$ cat config.mk
export PLATFORM = sky130hd
export DESIGN_NAME = pipeline_elastic_reg
export DESIGN_NICKNAME = d
export VERILOG_FILES = /design/src/rtl/pipeline_elastic_reg.sv
export SDC_FILE = /design/constraint.sdc
export NUM_CORES = 1
export LEC_CHECK = 0
export BUFFER_PORTS_ARGS = -buffer_cell sky130_fd_sc_hd__buf_2
export CAP_MARGIN = 20
export CORE_AREA = 4 4 77 107
export CTS_CLUSTER_SIZE = 10
export DETAILED_ROUTE_END_ITERATION = 10
export DIE_AREA = 0 0 81 111
export PLACE_DENSITY = 0.69
export SYNTH_ARGS = -nofsm -noshare
export SYNTH_HDL_FRONTEND = slang
export SYNTH_SLANG_ARGS = --single-unit
export TNS_END_PERCENT = 100
$ cat constraint.sdc
create_clock -name clk -period 6.4 [get_ports clk]
set_input_delay 0 -clock clk [delete_from_list [all_inputs] [get_ports clk]]
set_output_delay 0 -clock clk [all_outputs]
set_load 0.05 [all_outputs]
$ cat src/rtl/pipeline_elastic_reg.sv
// Elastic multi-stage pipeline register with valid/ready on both sides.
// Ports: clk, reset (sync, active-low), enable (freeze when 0), flush,
//        in_valid/in_ready/in_data upstream, out_valid/out_ready/out_data
//        downstream, count = number of occupied stages.
// All state changes on the falling edge of clk.
module pipeline_elastic_reg #(
   parameter int WIDTH         = 32,
   parameter int DEPTH         = 2,
   parameter bit ZERO_ON_FLUSH = 1'b1,
   parameter int CW            = $clog2(DEPTH + 1)
) (
   input  logic             clk,
   input  logic             reset,
   input  logic             enable,
   input  logic             flush,
   input  logic             in_valid,
   output logic             in_ready,
   input  logic [WIDTH-1:0] in_data,
   output logic             out_valid,
   input  logic             out_ready,
   output logic [WIDTH-1:0] out_data,
   output logic [CW-1:0]    count
);

   logic [DEPTH-1:0] valid;
   logic [WIDTH-1:0] data [DEPTH];
   logic [DEPTH:0]   rdy;
   logic [DEPTH-1:0] valid_nxt;
   logic [CW-1:0]    count_nxt;
   logic             run;

   assign run = enable & ~flush;

   // A stage can advance if it is empty or everything ahead of it
   // advances; a local accumulator keeps the chain free of self-loops.
   always_comb begin : ready_chain
      logic r;
      r          = out_ready;
      rdy        = '0;
      rdy[DEPTH] = out_ready;
      for (int k = DEPTH - 1; k >= 0; k--) begin
         r      = ~valid[k] | r;
         rdy[k] = r;
      end
   end

   always_comb begin
      valid_nxt = valid;
      if (rdy[0]) valid_nxt[0] = in_valid;
      for (int k = 1; k < DEPTH; k++) begin
         if (rdy[k]) valid_nxt[k] = valid[k-1];
      end
      count_nxt = '0;
      for (int k = 0; k < DEPTH; k++) begin
         count_nxt = count_nxt + CW'(valid_nxt[k]);
      end
   end

   always_ff @(negedge clk) begin
      if (!reset) begin
         valid <= '0;
         count <= '0;
         for (int k = 0; k < DEPTH; k++) data[k] <= '0;
      end else if (flush) begin
         valid <= '0;
         count <= '0;
         if (ZERO_ON_FLUSH) begin
            for (int k = 0; k < DEPTH; k++) data[k] <= '0;
         end
      end else if (enable) begin
         valid <= valid_nxt;
         count <= count_nxt;
         if (rdy[0]) data[0] <= in_data;
         // Bubbles never overwrite payload: data only moves with a valid item.
         for (int k = 1; k < DEPTH; k++) begin
            if (rdy[k] && valid[k-1]) data[k] <= data[k-1];
         end
      end
   end

   assign in_ready  = rdy[0] & run;
   assign out_valid = valid[DEPTH-1] & run;
   assign out_data  = data[DEPTH-1];

endmodule
==> flow_summary.toml <==
[die]
die_y_um = 111
fp-row-count = 37
die_x_um = 81
io-pin-count = 74
core_um2 = 7310
die_area_um2 = 8990
initial_core_util = 0.435

[drt]
via_count = 2160
drc = 0
viasPerCell = 4.55
routedWlPerCell_um = 12.0
drtIter0Drc = 88
dr.pass1.iters = 4
drtAntennaViolNets = 0
routed_wl_mm = 5.68

[layout]
seqCellArea_um2 = 2000
area_growth_pct = 19.6
multi_input_area_um2 = 823
layout-drive-gt1-share = 0.310
fill_cells = 694
n_antenna_cell = 0
final_nets = 412

[synth]
netlist_area_um2 = 3180
syn_avg_cell_area_um2 = 11.6
synth_area_leaders = "edfxtp_1, buf_4, nand2_1, nor3_1, nor3_2"
synthCells = 274
yosys_warnings = 0
yosysTopAreaCell = "edfxtp_1"
syn_nets = 313
netlist.area_leader.share = 0.604
synth_edf_count = 64
ys_async_sr_fraction = 0
synth_top_flop_cell = "edfxtp_1"
synth_common_cells = "nand2_1, edfxtp_1, nor3_1"
synth_most_common_cell = "nand2_1"
yosysSeqAreaShare = 0.629
ys_seq_elements = 68
ys_types = 24

[clock_network]
post_cts_resized = 0
clockBufferDepth = 2
cts.sinks = 68
cts_hold_repair.buffers = 0
h-tree-depth = 3
cts_root_buffer = "clkbuf_8"
clk_pin_slew_worst_paths_ns = 0.04
cts_setup_buffers = 0
clock_latency_ns = 0.39
numCtsBuffers = 9
cts_tree = "yes"

[worst_hold_path]
hp-class = "register to register"

[place]
hpwl_mm = 3.47
routabilityCongestion = 0.744
portBuffers = 73

[critical_path]
critPathBufInv = 1
cp.arrival_ns = 4.96
cpLargestDelayFamily = "simple AND/OR/NAND/NOR gates"
cp_max_fo = 29
crit_chain = "and3b_2, nor2_1, buf_2"
end_kind = "output pin"
required_ns = 6.40
critPathKind = "register to output pin"
worstSetupStartpointType = "register"
slowest_delay_ns = 0.67
cp_slowest_cell = "and3b_2"

[grt]
grt_pass1_vias = 2311
grt_max_degree = 67
grt_overflow = 0
grt_pass1_wl_mm = 9.35
grt_antenna_before_repair = 0
grt_util_all_layers = 0.137

[timing]
hold_violations = 0
rsz0062_at_grt = "no"
finalClockSkew_ns = 0.0168
slew_headroom = 0.328
fin_tns_setup_ns = 0
slew_violations = 0
final-setup-viol-count = 0
worst_pin_slew_ns = 1.00

[pwr]
peakVddDrop_uv = 140
power.switching_w = 0.000351
power_density_nw_per_um2 = 307
p_sw_frac = 0.300
p_total_w = 0.00117
sequentialPowerShare = 0.449
p_int_w = 0.000818
power_frac_clock = 0.457
p_leak_nw = 1.82
combPwrFrac = 0.094

[run]
cap_violations = 0

[run_status]
outcome = "completed"
## state kept, by name, summed over array words and instances, names as in the netlist
register,flops
count,2
data,64
valid,2
## final timing paths
check | from | to | slack [ns] | depth (start not counted)
max reg2reg | valid[0] | data[0][6] | 4.33 | 2
max | valid[0] | in_ready | 1.44 | 3
min reg2reg | count[0] | count[0] | 0.49 | 2
min | count[0] | count[0] | 0.49 | 2
## power by group through the flow
| stage | Sequential, W | Combinational, W | Clock [W] |
|---|---|---|---|
| 2_1_floorplan | 0.000531 | 0.0000953 | 0.0000643 |
| 3_3_place_gp | 0.000530 | 0.000110 | 0.0000643 |
| 3_5_place_dp | 0.000531 | 0.000111 | 0.0000643 |
| 4_1_cts | 0.000525 | 0.000111 | 0.000556 |
| 5_1_grt | 0.000527 | 0.000119 | 0.000604 |
| 6_report | 0.000525 | 0.000109 | 0.000534 |
## through the flow
step	util	cell area [µm²]	hold WS (ns)	worst slack, ns	instances
2_1_floorplan	-	3180	0.465	0.0237	274
3_3_place_gp	0.457	3340	0.475	1.41	392
3_5_place_dp	0.457	3340	0.489	1.36	392
4_1_cts	0.521	3810	0.497	1.42	475
5_1_grt	0.521	3810	0.527	1.27	475
6_report	0.521	3810	0.485	1.44	475
## cell families (layout without fill, tap and decap cells)
kind of cell / after synthesis / count (layout) / synth area share
simple gates: 141 / 141 / 0.230
flops: 68 / 68 / 0.629
mux: 2 / 2 / 0.00629
fa+ha+maj: 1 / 1 / 0.00393
buf+inv: 57 / 161 / 0.120
compound gates: 5 / 5 / 0.0114
## worst register-to-register path, cell delays in order, from the launching register on
cell and delay, ns:
dfxtp_1 0.33, and3b_2 0.46, o21ai_4 0.88
## metal layers
layer,vias to the layer above,track usage,part of all wire
met5,-,0,0
met4,0,0.112,0.018
met3,8,0.0618,0.061
met2,62,0.213,0.51
met1,972,0.137,0.41
li1,1118,-,-
## layout by cell type (no fill, tap or decap), drive strengths merged, types with 2 or more instances in the layout
cell / instances
nor2: 4
mux2i: 2
nor3: 64
inv: 71
clkinv: 2
buf: 76
or2: 2
dfxtp: 4
clkbuf: 9
nand2: 65
nand2b: 3
edfxtp: 64
bufinv: 2
o21ai: 2
## cell type report
cell class              count  area share
inverters                   1    0.000986
flip-flops and latches     68       0.526
clock buffers               9      0.0325
repair buffers             76       0.102
well taps                  97      0.0319
multi-input cells         149       0.216
clock inverters            75      0.0907
No activity file was read; power rests on OpenSTA's default activity.
